`src/rtl/score_ctrl_pkg.sv`:
```
// -----------------------------------------------------------------------------
// score_ctrl_pkg
// Shared game definitions for the LED flappy-bird datapath.
//   ROWS_DEF     : default playfield height (rows), shared with pipe/bird logic
//   ST_IDLE/PLAY/OVER : game FSM state encodings
// -----------------------------------------------------------------------------
package score_ctrl_pkg;

  localparam int ROWS_DEF = 8;

  // Plain constants rather than an enum so legacy blocks can compare directly.
  localparam logic [1:0] ST_IDLE = 2'd0;
  localparam logic [1:0] ST_PLAY = 2'd1;
  localparam logic [1:0] ST_OVER = 2'd2;

endpackage

```
`src/rtl/score_ctrl_edge_rise.sv`:
```
// -----------------------------------------------------------------------------
// edge_rise
// Rising-edge detector built on one registered previous-sample flop.
//   clk   : system clock
//   reset : asynchronous active-low reset
//   din   : level input (already synchronized)
//   rise  : din & ~previous sample
// RESET_VAL sets the previous-sample flop at reset; 1 means a level held high
// through reset is not reported as an edge.
// -----------------------------------------------------------------------------
module edge_rise #(
  parameter logic RESET_VAL = 1'b1
) (
  input  logic clk,
  input  logic reset,
  input  logic din,
  output logic rise
);

  logic prev;

  always_ff @(posedge clk or negedge reset) begin
    if (!reset) begin
      prev <= RESET_VAL;
    end else begin
      prev <= din;
    end
  end

  assign rise = din & ~prev;

endmodule

```
`src/rtl/score_ctrl.sv`:
```
// -----------------------------------------------------------------------------
// score_ctrl
// Game FSM (IDLE/PLAY/OVER), pipe-pass detection and collision flagging that
// feed the per-digit score counters.
//   clk          : system clock
//   reset        : asynchronous active-low reset
//   start        : start/restart key, synchronized level, active high
//   pipe_col_hit : a pipe occupies the bird's column this cycle
//   gap_mask     : open rows of that pipe (1 = open), valid with pipe_col_hit
//   bird_row     : one-hot bird row (all-zero = off-grid)
//   bird_floor   : bird touching the ground
//   active       : low in IDLE so the score counters sit at their load value
//   increment    : one-cycle pulse per pipe cleared
//   game_over    : high in OVER
//   pass_count   : pipes cleared this game, saturating
// -----------------------------------------------------------------------------
module score_ctrl
  import score_ctrl_pkg::*;
#(
  parameter int ROWS  = ROWS_DEF,
  parameter int CNT_W = 8
) (
  input  logic             clk,
  input  logic             reset,
  input  logic             start,
  input  logic             pipe_col_hit,
  input  logic [ROWS-1:0]  gap_mask,
  input  logic [ROWS-1:0]  bird_row,
  input  logic             bird_floor,
  output logic             active,
  output logic             increment,
  output logic             game_over,
  output logic [CNT_W-1:0] pass_count
);

  logic [1:0] state;
  logic       in_pipe;
  logic       hit_flag;
  logic       start_rise;
  logic       collide;
  logic       exit_pass;

  edge_rise #(.RESET_VAL(1'b1)) u_start_edge (
    .clk   (clk),
    .reset (reset),
    .din   (start),
    .rise  (start_rise)
  );

  // An off-grid (all-zero) bird row can never be inside the gap.
  assign collide = bird_floor
                 | (pipe_col_hit & ((bird_row & ~gap_mask) != '0))
                 | (pipe_col_hit & (bird_row == '0));

  // A pass is the falling edge of pipe_col_hit, provided the bird never touched
  // this pipe and is not colliding in the very cycle it leaves.
  assign exit_pass = (state == ST_PLAY) & in_pipe & ~pipe_col_hit
                   & ~hit_flag & ~collide;

  always_ff @(posedge clk or negedge reset) begin
    if (!reset) begin
      state      <= ST_IDLE;
      increment  <= 1'b0;
      pass_count <= '0;
      in_pipe    <= 1'b0;
      hit_flag   <= 1'b0;
    end else begin
      increment <= exit_pass;
      in_pipe   <= pipe_col_hit;
      case (state)
        ST_IDLE: begin
          pass_count <= '0;
          if (start_rise) begin
            state    <= ST_PLAY;
            in_pipe  <= 1'b0;
            hit_flag <= 1'b0;
          end
        end
        ST_PLAY: begin
          if (collide) begin
            state    <= ST_OVER;
            hit_flag <= 1'b1;
          end else if (!pipe_col_hit) begin
            hit_flag <= 1'b0;
          end
          if (exit_pass && (pass_count != {CNT_W{1'b1}})) begin
            pass_count <= pass_count + 1'b1;
          end
        end
        ST_OVER: begin
          // Score stays frozen on the display until the player restarts.
          if (start_rise) begin
            state      <= ST_IDLE;
            pass_count <= '0;
          end
        end
        default: begin
          state <= ST_IDLE;
        end
      endcase
    end
  end

  assign active    = (state != ST_IDLE);
  assign game_over = (state == ST_OVER);

endmodule

```
`config.mk`:
```
export PLATFORM = sky130hd
export DESIGN_NAME = score_ctrl
export DESIGN_NICKNAME = d
export VERILOG_FILES = /design/src/rtl/score_ctrl_pkg.sv /design/src/rtl/score_ctrl_edge_rise.sv /design/src/rtl/score_ctrl.sv
export SDC_FILE = /design/constraint.sdc
export NUM_CORES = 1
export LEC_CHECK = 0
export ABC_AREA = 1
export CORE_MARGIN = 8
export CORE_UTILIZATION = 43
export DETAILED_ROUTE_END_ITERATION = 7
export GPL_ROUTABILITY_DRIVEN = 0
export GPL_TIMING_DRIVEN = 0
export PLACE_DENSITY = 0.77
export RECOVER_POWER = 25
export SLEW_MARGIN = 20
export SYNTH_ARGS = -nofsm -noshare
export SYNTH_HDL_FRONTEND = slang
export SYNTH_SLANG_ARGS = --single-unit
```
`constraint.sdc`:
```
create_clock -name clk -period 2 [get_ports clk]
set_clock_uncertainty 0.2 [all_clocks]
set_input_delay 0.5 -clock clk [delete_from_list [all_inputs] [get_ports clk]]
set_output_delay 0.5 -clock clk [all_outputs]
set_load 0.02 [all_outputs]
```
==> flow_results.org, run 1 <==
** Outcome
- The flow ran to the end, and the final reports show no timing, DRC or antenna violations.

** Drt
- Met2 Routed Length :: around 1200 um
- The final layout contains routed wiring with a total length of ~2400 um.
- Met1 wire length :: about 1100 um
- The first TritonRoute pass finished after 4 iterations.
- The highest metal layer carrying signal wires in the routed design is met4.
- Vias per Instance :: around 4.8
- In the final routed layout, each cell accounts on average for approximately 12 um.
- After detailed routing, the number of remaining DRC violations is 0.
- The routed layout has approximately 940 vias.
- Count of routing violations after the opening detailed-route iteration :: 20
- Remaining number of nets flagged by the antenna check after routing :: 0
- Detailed-routed wire length on met3 :: between 100 and 150 um

** Placed design
- During placement, the flow inserted port buffers numbering 31.
- Post-DP HPWL :: approximately 1800 um
- Prior to clock tree synthesis, the placed netlist has a worst setup slack of -0.2649 ns.

** CTS
- Bufs on Longest Clock Path :: 2
- Number of buffers created by CTS :: 3
- In this run the number of H-tree levels came out at 1.
- Worst-Skew Late Latency :: about 0.29 ns
- Sinks on Clock Net :: 14
- For this design, the CTS-stage hold fixing added 0 buffers.
- The cell sitting at the root of the clock tree is a clkbuf_4.
- Clock-pin slew was measured on the worst setup and hold paths at about 0.070 ns.
- TritonCTS built the clock tree.

** Floorplan
- The die is between 60 and 70 um tall.
- The initialized floorplan defines 16 standard-cell rows.
- Initial Util :: a little under half
- Area enclosed by the die boundary :: approximately 3800 um2
- Total I/O pin count :: 32
- Measured along the x axis, the die boundary spans roughly 60 um.
- After floorplanning, the core was sized to cover a little under 2000 um2.

** Synth
- Averaged over all synthesized cells, the footprint is roughly 6.9 um2.
- Number of standard cells after synthesis :: between 100 and 150
- For this run, the number of Yosys warnings is 0.
- The share of synthesized area in the top cell type comes to 36.47%.
- For this run, the register share of the synthesized area comes to just under 40%.
- When the netlist entered floorplanning its net count stood at around 150.
- The most common cell in the synthesized netlist is nand2_1.
- Number of distinct library cells after synthesis :: 21
- In the synthesized netlist the dominant register cell turns out to be dfrtp_1.
- Share of synthesized flip-flops with an asynchronous set or reset :: between 90% and 100%
- Leading cell types by count after synthesis :: nand2_1, inv_1, nor2_1
- Number of synthesized flops with an enable pin :: 0
- Counting flops and latches in the post-synthesis netlist gives 14.
- Biggest area contributors in the synthesized netlist :: dfrtp_1, nand2_1, inv_1
- Summing every instance area after synthesis gives about 890 um2.
- Summed over all instances, the cell type with the most area after synthesis is dfrtp_1.

** Timing
- Setup slack closes at around 0.022 ns.
- Summed over all failing endpoints, the final setup total negative slack is 0 ns.
- Crit share post-route :: roughly 99%
- Max frequency :: 505.6 MHz
- Hold timing on the final database bottoms out at a slack of approximately 0.34 ns.
- Endpoints failing setup :: 0
- Setup repair after global routing could not meet its margin everywhere.
- The final-report max-slew violation count was 0.
- Hold violation count in the final report :: 0
- Minimum clock period :: between 1.5 and 2 ns
- At the pin with the least slew margin, the transition time is 0.6304 ns.
- The worst pin sits at a relative slew slack of between 50% and 60%.

** Critical path
- On the critical path the largest part of the delay comes from simple AND/OR/NAND/NOR gates.
- Critical Path Source Type :: primary input
- Max FO, Critical Path :: 8
- Worst-path cell chain :: clkdlybuf4s50_1 > nor4_4 > nand4_1 > nand2_4 > nand2_8 > nand2_1 > nand2_1
- Critical path buffers and inverters :: 1
- The worst setup path is of the in2reg kind.
- At the worst endpoint, the arrival time is slightly below 2 ns.
- Data required time at the worst endpoint :: just under 2 ns
- Delay of the slowest cell on the worst path :: about 0.51 ns
- Most common cell on crit path :: nand2_1
- The worst setup path is captured at a flip-flop.
- Slowest cell on crit path :: clkdlybuf4s50_1

** Pwr
- Clock share of power :: 17.7%
- Power spread over the standard cell area amounts to 714.4 nW/um2.
- Summed over all nets, the switching power comes to roughly 400 uW.
- Cell internal power dissipation :: just under 600 uW
- VDD sags by at most approximately 0.00053 V.
- The design draws ~1000 uW.
- Leakage power :: between 0.0008 and 0.0009 uW
- Combinational logic is responsible for roughly 45% of the overall power.
- Flop pwr share :: 37.5%
- Proportion of total power due to net switching :: around two fifths

** Global route
- Largest net degree at the start of global routing :: 15
- Number of antenna violations at the first check in global routing :: 0
- Aggregate global-route resource usage :: 13.61%
- The via count of the first global-routing pass came to between 900 and 1k.
- Overflow left after global routing :: 0
- The first global-routing pass estimated between 3000 and 4000 um of wire.

** Final layout
- The final layout contains around 190 nets.
- Measured on the finished design, the core utilization comes to a little over two thirds.
- # diodes :: 0
- The post-route netlist has approximately 16% of its cells at a drive strength greater than 1.
- Area grow syn2layout :: 52.74%

** Min path
- Worst Hold Class :: reg2reg

** Job
- Max-cap violations in this run came to 0.
-- path summary, 6_finish.rpt --
check | startpoint | to | slack [ns] | cells past startpoint
max in group asynchronous | reset | state[0] | 0.70 | 1
worst min register to register | hit_flag | hit_flag | 0.34 | 2
worst min-delay path | hit_flag | hit_flag | 0.34 | 2
worst max register to register | pass_count[0] | pass_count[3] | 0.12 | 11
min in group asynchronous | reset | state[0] | 0.46 | 1
worst max-delay path | pipe_col_hit | pass_count[7] | 0.02 | 7
-- logic make-up after synthesis --
family / synth area share [%]
AO/OA/AOI/OAI: 6.591
adder cells (fa/ha/maj): 1.402
buffers and inverters: 10.10
flip-flops: 39.41
AND/OR/NAND/NOR: 42.50
-- cell type report --
| cell class | count | area [um2] |
|---|---|---|
| Fill cell | 174 | 599.3 |
| Multi-Input combinational cell | 92 | 481.7 |
| Timing Repair Buffer | 36 | 377.9 |
| Sequential cell | 14 | 352.8 |
| Inverter | 24 | 90.09 |
| Tap cell | 27 | 33.78 |
| Clock buffer | 4 | 26.28 |
-- flip-flops by register name, summed over array words and instances, names as in the netlist --
name and cells:
hit_flag 1, in_pipe 1, increment 1, pass_count 8, state 2, u_start_edge.prev 1
-- worst reg2reg max path, cell delays in order, from the launching register on --
cell and delay, ns:
dfrtp_1 0.42, ha_1 0.20, nand2_1 0.07, inv_2 0.07
nand2_2 0.07, nor2_4 0.11, nand4_1 0.10, nand4_1 0.16
nand2_4 0.13, buf_6 0.14, nand3_1 0.05, nand2_1 0.06
-- power groups by stage --
stage / Combinational, uW / Sequential, uW / Clock, uW
6_report: 436 / 365 / 172
5_1_grt: 487 / 375 / 182
3_5_place_dp: 389 / 371 / 0
3_3_place_gp: 382 / 368 / 0
4_1_cts: 373 / 368 / 174
2_1_floorplan: 216 / 379 / 0
-- timing repair --
item | in CTS | in global routing
buffers inserted | 0 | 5
resized for setup | 13 | 24
pin swaps | 0 | 9
setup endpoints to repair | 10 | 10
hold endpoints to repair | 0 | 0
-- layer usage --
layer / vias to the layer above / global-route usage (%)
met2: 19 / 23.78
li1: 488 / -
met3: 2 / 3.967
met5: - / 0
met4: 0 / 2.273
met1: 427 / 16.14
-- metrics by stage --
stage	cell area, um2	std cells
global route	1363	197
detailed placement	1236	188
global placement	1236	188
floorplan	892.1	130
finish	1363	197
CTS	1255	192
-- placed cells by master (no fill, tap or decap), types with 3 or more instances in the layout --
cell,count
nand2_1,34
inv_1,21
dlymetal6s2s_1,13
nor2_1,12
nand3_1,12
dfrtp_1,12
dlygate4sd2_1,9
nand2_2,7
clkdlybuf4s50_1,6
a21oi_1,5
inv_2,3
nor3_1,3
o21ai_0,3
clkbuf_4,3
buf_4,3
(Power assumes the default switching activity.)
==> run 2, diff against run 1 <==
Settings changed: CORE_UTILIZATION 43 to 30, PLACE_DENSITY 0.77 to unset.
==> run 2 against run 1 <==
  * Final cell count grew 0.51%
  * Critical endpoint unchanged
  * Clock power fell by 2%
  * Sequential power barely moved
  * Sequential cell count is the same
  * Clock-buffer cell count unchanged
  * Die area is 31% higher
  * Routed wire length is 0.63% lower
  * Via count fell by 3.6%
  * Sequential share of layout area grew 0.78 points
  * Worst setup slack better by 0.044 ns
  * Critical path type unchanged
  * Combinational power is 6.0% lower
  * Power fell by 2.8%
==> flow_results.org, run 2 (synthesized netlist as in run 1, its figures left out) <==
** Outcome
- Run status :: finished clean

** CTS
- The number of sinks driven by the clock tree came to 14 (unchanged).
- Worst-Skew Late Latency :: 0.28 ns (about the same)
- Number of hold buffers added after CTS :: 0 (unchanged)
- TritonCTS built the clock tree.
- The clock-pin transition on the worst setup and hold timing paths was 0.09 ns (+0.02 ns).
- H-Tree Level Count :: 1 (unchanged)
- The deepest clock path buffer count was 2 (unchanged).
- The tree is rooted in a clkbuf_4.
- Number of buffers created by CTS :: 3 (unchanged)

** Critical path
- The critical path starts at pipe_col_hit.
- Startpoint of the lowest-slack register-to-register path :: pass_count[0]
- The most critical setup path has its endpoint at pass_count[7].
- STA classifies the critical path endpoint as a flip-flop.
- In this run the critical register-to-register path is captured at pass_count[7].
- The required time at the endpoint of the critical path was 2.02 ns (+0.05 ns).
- The critical path is of the in2reg type.
- Path depth of the worst reg2reg path :: 11 (unchanged)
- Worst R2R Setup Slack :: 0.17 ns (+0.05 ns)
- Max FO, Critical Path :: 7 (-1)
- STA classifies the critical path startpoint as a primary input.
- Critical Path AT :: 1.95 ns (about the same)

** Timing
- Minimum clock period :: 1.934 ns (-0.04381 ns)
- Rel. slew slack :: 55.64% (-2.2 points)
- The highest clock rate was 517.1 MHz (+2.3%).
- Slew at the pin closest to its max-slew limit :: 0.6633 ns (+0.03289 ns)
- Hold Slack :: 0.3517 ns (+0.008780 ns)
- Crit share post-route :: 96.70% (-2.2 points)
- Setup tns final :: 0 ns (unchanged)
- Hold violation count in the final report :: 0 (unchanged)
- The number of setup violations in the final report is 0 (unchanged).
- Final count of pins violating max slew :: 0 (unchanged)

** Drt
- The detailed-route via count came to 902 (-3.6%).
- Remaining number of nets flagged by the antenna check after routing :: 0 (unchanged)
- The initial DRC count came to 29 (+45%).
- Vias per Instance :: 4.556 (-4.1%)
- The wire length per cell came to 11.97 um (-1.1%).
- The total DRC errors in the routed layout came to 0 (unchanged).
- First-pass iteration count of the detailed router :: 4 (unchanged)
- Detailed-route wire length :: 2371 um (-0.63%)

** Final layout
- Share of final-layout standard cells stronger than drive strength 1 :: 14.97% (-1.5 points)
- In the final layout, the registers with the most flip-flops are pass_count x8, state x2.
- From synthesis to final layout, the design area changed by 48.25%.
- # diodes :: 0 (unchanged)
- Max reg flops :: 8 (unchanged)
- Layout filler cell count :: 277 (+59%)
- Most frequent standard cell in the layout excluding fill and tap cells :: nand2_1
- Leaving out fill and tap cells, the most frequent cells in the layout are nand2_1, inv_1, clkdlybuf4s50_1.
- Final-stage net count :: 190 (-1.6%)
- More flip-flops sit in one register than any other, and that register is pass_count.
- Filler-free cell count of the finished design :: 198 (+0.51%)

** Job
- The max-capacitance violation count is 0 (unchanged).

** Min path
- Worst Hold Class :: reg2reg
- The worst hold path begins at hit_flag.

** Placed design
- Post-DP HPWL :: 1768 um (-0.82%)
- The number of placed instances, taps included was 192 (+2.1%).
- # port buffers :: 31 (unchanged)

** Floorplan
- Row cnt :: 19 (+3)
- Die outline width :: 70.53 um (+15%)
- The die height came to 70.53 um (+15%).
- Total I/O pin count :: 32 (unchanged)
- Initial Util :: 32.07% (-13 points)
- The die area was 4974 um2 (+31%).
- Core area :: 2781 um2 (+42%)

** Pwr
- The highest ir drop seen on vdd is 0.0006385 V (+19%).
- Cell Pwr Density :: 715.3 nW/um2 (+0.12%)
- Leakage power :: 0.0007361 uW (-11%)

** Global route
- Aggregate global-route resource usage :: 9.268% (-4.3 points)
- Global-route wire length before repair :: 4002 um (+1.4%)
- The initial antenna violation count is 0 (unchanged).
- Overflow left after global routing :: 0 (unchanged)
- The largest net degree at the start of global routing is 15 (unchanged).
- Vias in the first global route :: 910 (-0.76%)
[run 2: layout make-up]
type / instances / area (um2) / area share [%]
inverter: 24 / 90.09 / 6.812
tap: 31 / 38.79 / 2.933
timing repair buffer: 33 / 330.3 / 24.98
multi-input combinational: 92 / 484.2 / 36.61
clock buffer: 4 / 26.28 / 1.987
sequential: 14 / 352.8 / 26.68
[run 2: through the flow]
step	total power [uW]	setup WS [ns]	util, %	instance area (um2)
CTS	910.6	0.008958	45.12	1255
global placement	757.7	-0.2596	44.62	1241
global route	1019	-0.02774	47.55	1323
floorplan	595.7	0.2353	-	892.1
detailed placement	762.1	-0.2721	44.62	1241
finish	945.9	0.06596	47.55	1323
[run 2: worst max-delay path, cell delays in order]
cell,delay [ns]
clkdlybuf4s50_1,0.51
nor4_4,0.33
nand4_1,0.18
nand2_4,0.16
buf_12,0.13
nand3_1,0.06
nand2_1,0.08
[run 2: per-layer routing]
metal / share of wire (%) / wire length [um] / GRT usage, %
met1: 47 / 1116 / 11.90
met3: 4.3 / 103 / 2.929
met2: 48 / 1138 / 14.79
met4: 0.51 / 12 / 2.188
met5: 0 / 0 / 0
[run 2: how the worst min path moves through the flow]
stage / depth (start not counted) / to / slack, ns
2_1_floorplan: 0 / hit_flag / 0.004
3_3_place_gp: 2 / pass_count[1] / 0.31
3_5_place_dp: 2 / hit_flag / 0.33
4_1_cts: 2 / hit_flag / 0.35
5_1_grt: 2 / hit_flag / 0.39
6_report: 2 / hit_flag / 0.35
[run 2: repair_timing]
| action | 4_1_cts | 5_1_grt |
|---|---|---|
| cloned | 0 | 0 |
| buffers inserted | 0 | 2 |
| gates resized for setup | 10 | 18 |
| pin swaps | 0 | 9 |
| setup endpoints to repair | 10 | 10 |
[run 2: report_power, final]
part	internal, uW	total, uW	switching, uW
registers	325	368	43.4
logic	157	410	252
clock network	77.3	168	90.9
